[src/rtl/dca_matrix_lsu_txn_sched.sv]
// Matrix LSU read-path transaction scheduler: walks rows, emits capped AXI burst descriptors.
// Optional 4 KB boundary splitting is enabled by defining DCA_LSU_TXN_4KB_SPLIT_EN.
//
// state | meaning
// IDLE  | waiting for an instruction, inst_ready high
// CALC  | size the next burst from remaining beats, cap and 4 KB distance
// ISSUE | descriptor presented, held until txn_ready
// DONE  | one-cycle completion pulse
module dca_matrix_lsu_txn_sched #(
    parameter int BW_AXI_ADDR    = 32,
    parameter int BW_AXI_DATA    = 32,
    parameter int ELEM_SIZE_LOG2 = 2,
    parameter int BW_NUM_ROW     = 8,
    parameter int BW_NUM_COL     = 8,
    parameter int MAX_BURST      = 16
) (
    input  logic                   clk,
    input  logic                   rst,
    input  logic                   inst_valid,
    output logic                   inst_ready,
    input  logic [BW_AXI_ADDR-1:0] inst_addr,
    input  logic [BW_AXI_ADDR-1:0] inst_stride,
    input  logic [BW_NUM_ROW-1:0]  inst_num_row_m1,
    input  logic [BW_NUM_COL-1:0]  inst_num_col_m1,
    output logic                   txn_valid,
    input  logic                   txn_ready,
    output logic [BW_AXI_ADDR+2:0] txn_bitaddr,
    output logic [7:0]             txn_alen,
    output logic                   txn_last_row,
    output logic                   txn_last_inst,
    output logic                   busy,
    output logic                   done
);

    localparam int BPB      = BW_AXI_DATA / 8;
    localparam int BPB_LOG2 = $clog2(BPB);
    localparam int CW       = BW_NUM_COL + ELEM_SIZE_LOG2 + 1;
    localparam int MW       = (CW > 13) ? CW : 13;
    localparam int BURST_W  = 9;

    typedef enum logic [1:0] {IDLE, CALC, ISSUE, DONE} state_t;

    state_t                 state;
    logic [BW_AXI_ADDR-1:0] stride_q;
    logic [BW_NUM_ROW-1:0]  num_row_q;
    logic [BW_NUM_COL-1:0]  num_col_q;
    logic [BW_AXI_ADDR-1:0] row_base;
    logic [BW_AXI_ADDR-1:0] cur_addr;
    logic [BW_NUM_ROW-1:0]  row_cnt;
    logic [CW-1:0]          rem;
    logic [BURST_W-1:0]     burst_q;
    logic [MW-1:0]          burst_c;

    // Beats per row: element bytes rounded up to whole bus beats.
    function automatic logic [CW-1:0] calc_rem(input logic [BW_NUM_COL-1:0] c);
        logic [CW-1:0] bytes;
        bytes = (CW'(c) + CW'(1)) << ELEM_SIZE_LOG2;
        return (bytes + CW'(BPB - 1)) >> BPB_LOG2;
    endfunction

    always_comb begin
        burst_c = (MW'(rem) < MW'(MAX_BURST)) ? MW'(rem) : MW'(MAX_BURST);
`ifdef DCA_LSU_TXN_4KB_SPLIT_EN
        begin
            logic [MW-1:0] to4k;
            to4k = MW'((13'h1000 - {1'b0, cur_addr[11:0]}) >> BPB_LOG2);
            if (to4k < burst_c) burst_c = to4k;
        end
`endif
    end

    always_ff @(posedge clk) begin
        if (rst) begin
            state         <= IDLE;
            stride_q      <= '0;
            num_row_q     <= '0;
            num_col_q     <= '0;
            row_base      <= '0;
            cur_addr      <= '0;
            row_cnt       <= '0;
            rem           <= '0;
            burst_q       <= '0;
            inst_ready    <= 1'b1;
            txn_valid     <= 1'b0;
            txn_bitaddr   <= '0;
            txn_alen      <= '0;
            txn_last_row  <= 1'b0;
            txn_last_inst <= 1'b0;
            busy          <= 1'b0;
            done          <= 1'b0;
        end else begin
            case (state)
                IDLE: begin
                    if (inst_valid) begin
                        stride_q   <= inst_stride;
                        num_row_q  <= inst_num_row_m1;
                        num_col_q  <= inst_num_col_m1;
                        row_base   <= inst_addr & ~(BW_AXI_ADDR'(BPB - 1));
                        cur_addr   <= inst_addr & ~(BW_AXI_ADDR'(BPB - 1));
                        row_cnt    <= '0;
                        rem        <= calc_rem(inst_num_col_m1);
                        inst_ready <= 1'b0;
                        busy       <= 1'b1;
                        state      <= CALC;
                    end
                end
                CALC: begin
                    burst_q       <= BURST_W'(burst_c);
                    txn_bitaddr   <= {cur_addr, 3'b000};
                    txn_alen      <= 8'(burst_c - MW'(1));
                    txn_last_row  <= (burst_c == MW'(rem));
                    txn_last_inst <= (burst_c == MW'(rem)) && (row_cnt == num_row_q);
                    txn_valid     <= 1'b1;
                    state         <= ISSUE;
                end
                ISSUE: begin
                    if (txn_ready) begin
                        txn_valid <= 1'b0;
                        rem       <= rem - CW'(burst_q);
                        cur_addr  <= cur_addr + (BW_AXI_ADDR'(burst_q) << BPB_LOG2);
                        if (!txn_last_row) begin
                            state <= CALC;
                        end else if (txn_last_inst) begin
                            done  <= 1'b1;
                            state <= DONE;
                        end else begin
                            row_base <= row_base + stride_q;
                            cur_addr <= row_base + stride_q;
                            row_cnt  <= row_cnt + BW_NUM_ROW'(1);
                            rem      <= calc_rem(num_col_q);
                            state    <= CALC;
                        end
                    end
                end
                DONE: begin
                    done       <= 1'b0;
                    busy       <= 1'b0;
                    inst_ready <= 1'b1;
                    state      <= IDLE;
                end
                default: state <= IDLE;
            endcase
        end
    end

endmodule
[config.mk]
export PLATFORM = sky130hd
export DESIGN_NAME = dca_matrix_lsu_txn_sched
export DESIGN_NICKNAME = d
export VERILOG_FILES = /design/src/rtl/dca_matrix_lsu_txn_sched.sv
export SDC_FILE = /design/constraint.sdc
export NUM_CORES = 1
export LEC_CHECK = 0
export ABC_AREA = 1
export BUFFER_PORTS_ARGS = -buffer_cell sky130_fd_sc_hd__buf_2
export CAP_MARGIN = 20
export CORE_MARGIN = 10
export CORE_UTILIZATION = 50
export CTS_CLUSTER_DIAMETER = 200
export DETAILED_ROUTE_END_ITERATION = 8
export GPL_TIMING_DRIVEN = 1
export PLACE_DENSITY_LB_ADDON = 0.08
export SLEW_MARGIN = 20
export SYNTH_ARGS = -nofsm -noshare
export SYNTH_HDL_FRONTEND = slang
export SYNTH_SLANG_ARGS = --single-unit
export TNS_END_PERCENT = 30
[constraint.sdc]
create_clock -name clk -period 5.05 [get_ports clk]
set_clock_uncertainty 0.2 [all_clocks]
set_input_delay 0.2525 -clock clk [delete_from_list [all_inputs] [get_ports clk]]
set_output_delay 0.2525 -clock clk [all_outputs]
set_load 0.02 [all_outputs]
==> qor.csv <==
metric,value,unit
dr_total_vias,12401,
ys_top_cells_by_area,"dfxtp_1, nand2_1, inv_1",
hold_viol,0,
grt-ovfl-total,0,
power.leakage,0.00688,uW
syn_inst,1837,
ys_types,51,
drt_wl_total,39200,um
yosys_warnings,0,
die_w,173,um
final_area,13800,um2
cts-root-to-sink-buffers,2,
yosysSeqAreaShare,0.322,
yosysTopAreaCell,dfxtp_1,
slew_violations,0,
ys_ff_latch,188,
synth_flop_cell,dfxtp_1,
clock.fmax,0.336,GHz
drive_gt1_frac,0.0986,
hp-class,input pin to flip-flop,
critPathKind,flip-flop to flip-flop,
grt_setup_unrepaired,false,
drv_cap,0,
die_area,29900,um2
crit_top_cell,inv_2,
crit_cells,10,
design_power_total,4000,uW
grt_max_degree,82,
grt_pass1_wl,61200,um
worstPathRequired,5.20,ns
syn2layout_area_growth,17.9,%
crit_family,simple AND/OR/NAND/NOR gates,
layout_common_cells,"nand2_1, inv_1, dfxtp_1",
cpPeakStageDelay,0.44,ns
placed_area,12500,um2
core_area,22800,um2
critPathCaptureType,flip-flop,
syn_avg_cell_area,6.36,um2
cts_tree,built,
nFillCells,2283,
async_flop_share,0,
io_pins,133,
postCtsSetupBuffers,0,
critPathLaunchType,flip-flop,
synth-edff-count,0,
worstSkewPairLatency,0.45,ns
cp_cell_sequence,inv_2 -> nor2_8 -> inv_4 -> nor2_8 -> inv_2 -> nor2_8 -> inv_2 -> nor2_4 -> inv_2 -> o221ai_1,
cts_made_buffers,17,
place_hpwl,29300,um
cts_max_level,4,
hold_end,row_base[12],
critPathBufInv,5,
clk_pin_slew,0.08,ns
cts.sinks,188,
place_ws,2.18,ns
worstReg2RegStart,state[1],
power-per-cell-area,291,nW/um2
fin_crit_sh,0.590,
root_buffer,clkbuf_16,
antenna_found_initial,0,
drt-pass1-iter-count,7,
gp_congestion,0.991,
wl_per_cell,16.9,um
critPathMaxFanout,43,
track_usage,0.253,
max_slew_margin,0.522,
worst_slew_pin_slew,0.717,ns
period_minus_slack,2.98,ns
row_count,55,
status,"finished, final reports clean",
arrival,3.13,ns
yosysTopAreaCellShare,0.322,
postRouteAntennaNets,0,
setup_tns,0,ns
drtIter0Drc,968,
layout_setup_ws,2.07,ns
setup_viol,0,
start_util,0.511,
vias_per_cell,5.34,
cp_slowest_cell,nor2_8,
hold_path_depth,3,
nets,2136,
final_core_util,0.603,
worstRegToRegCells,10,
diodes,0,
min_from,inst_addr[12],
die-height,173,um
grt_pass1_vias,11670,
final_common_cell,nand2_1,
rr_endpoint,row_base[21],
rrSetupSlack,2.07,ns
peakVddDrop,0.000259,V
remaining_drc_errors,0,
synth_area,11700,um2
io_buffer_count,127,
==> cell usage after synthesis, types with 3 or more instances <==
cell and number:
o211ai_1 9, nand4_1 23, clkbuf_1 36, nor3_1 20, a22oi_1 7, nand3b_1 6, o21bai_1 5, ha_1 53
fa_1 3, xnor2_1 9, a41oi_1 4, nor3b_1 3, nor2_1 140, xor2_1 19, buf_4 3, nand3_1 166
o21ai_1 3, a21oi_1 136, buf_1 7, nand2_1 547, o22ai_1 7, o221ai_1 8, inv_1 237, inv_2 8
dfxtp_1 188, buf_2 15, a31oi_1 6, nor2_8 3, and2_1 7, o21ai_0 127, or2_2 5
==> through the flow <==
step                      std cells  hold WS, ns
after floorplan                1839        0.156
after global placement         2225        0.229
after detailed placement       2225        0.234
after CTS                      2321      0.00217
after global routing           2322       0.0277
final                          2322      0.00665
==> tightest hold or removal path: stages <==
cell and delay [ns]:
buf_2 0.12, nand2_1 0.11, o221ai_1 0.12
==> kinds of logic (layout without fill, tap and decap cells) <==
| family | count (synthesis) | count (layout) | share of synthesized area |
|---|---|---|---|
| AO/OA/AOI/OAI | 319 | 319 | 0.148 |
| buffers and inverters | 309 | 479 | 0.102 |
| other | 1 | 3 | 0.000321 |
| adder cells (fa/ha/maj) | 56 | 56 | 0.0619 |
| XOR/XNOR | 28 | 28 | 0.0210 |
| AND/OR/NAND/NOR | 936 | 936 | 0.344 |
| flip-flops | 188 | 188 | 0.322 |
==> report_power, final <==
| group | switching (uW) | total, uW | internal [uW] |
|---|---|---|---|
| Sequential | 105 | 1710 | 1600 |
| Combinational | 599 | 923 | 324 |
| Clock | 699 | 1370 | 672 |
| Total | 1400 | 4000 | 2600 |
==> area by class of cell <==
class / count / area (um2) / share of cell area
multi-input combinational: 1342 / 6740 / 0.490
clock buffer: 18 / 429 / 0.0312
timing repair buffer: 199 / 1340 / 0.0972
sequential: 188 / 3760 / 0.273
clock inverter: 14 / 166 / 0.0121
inverter: 248 / 940 / 0.0682
tap: 313 / 392 / 0.0284
==> per-layer routing <==
metal,vias up,GRT usage,part of all wire
li1,6290,-,-
met1,5629,0.306,0.42
met2,413,0.439,0.48
met3,69,0.0473,0.065
met4,0,0.0834,0.030
met5,-,0,0
==> state kept, by name, indices dropped and copies added (netlist names), 9 cells and up <==
register,flops
stride_q,32
cur_addr,32
burst_q,9
rem,11
row_base,32
txn_bitaddr,32
==> repair_timing <==
action / CTS / global route
endpoints found under the hold margin: 75 / 1
hold buffers: 64 / 1
resized for setup: 0 / 0
==> worst max path at each step <==
stage           startpoint      endpoint
6_report          state[1]  row_base[21]
2_1_floorplan  stride_q[0]  row_base[30]
3_5_place_dp      state[1]   row_base[5]
5_1_grt           state[1]   row_base[5]
3_3_place_gp      state[1]   row_base[5]
4_1_cts           state[1]  row_base[21]
Note: power is estimated with default switching activity, not from simulation.
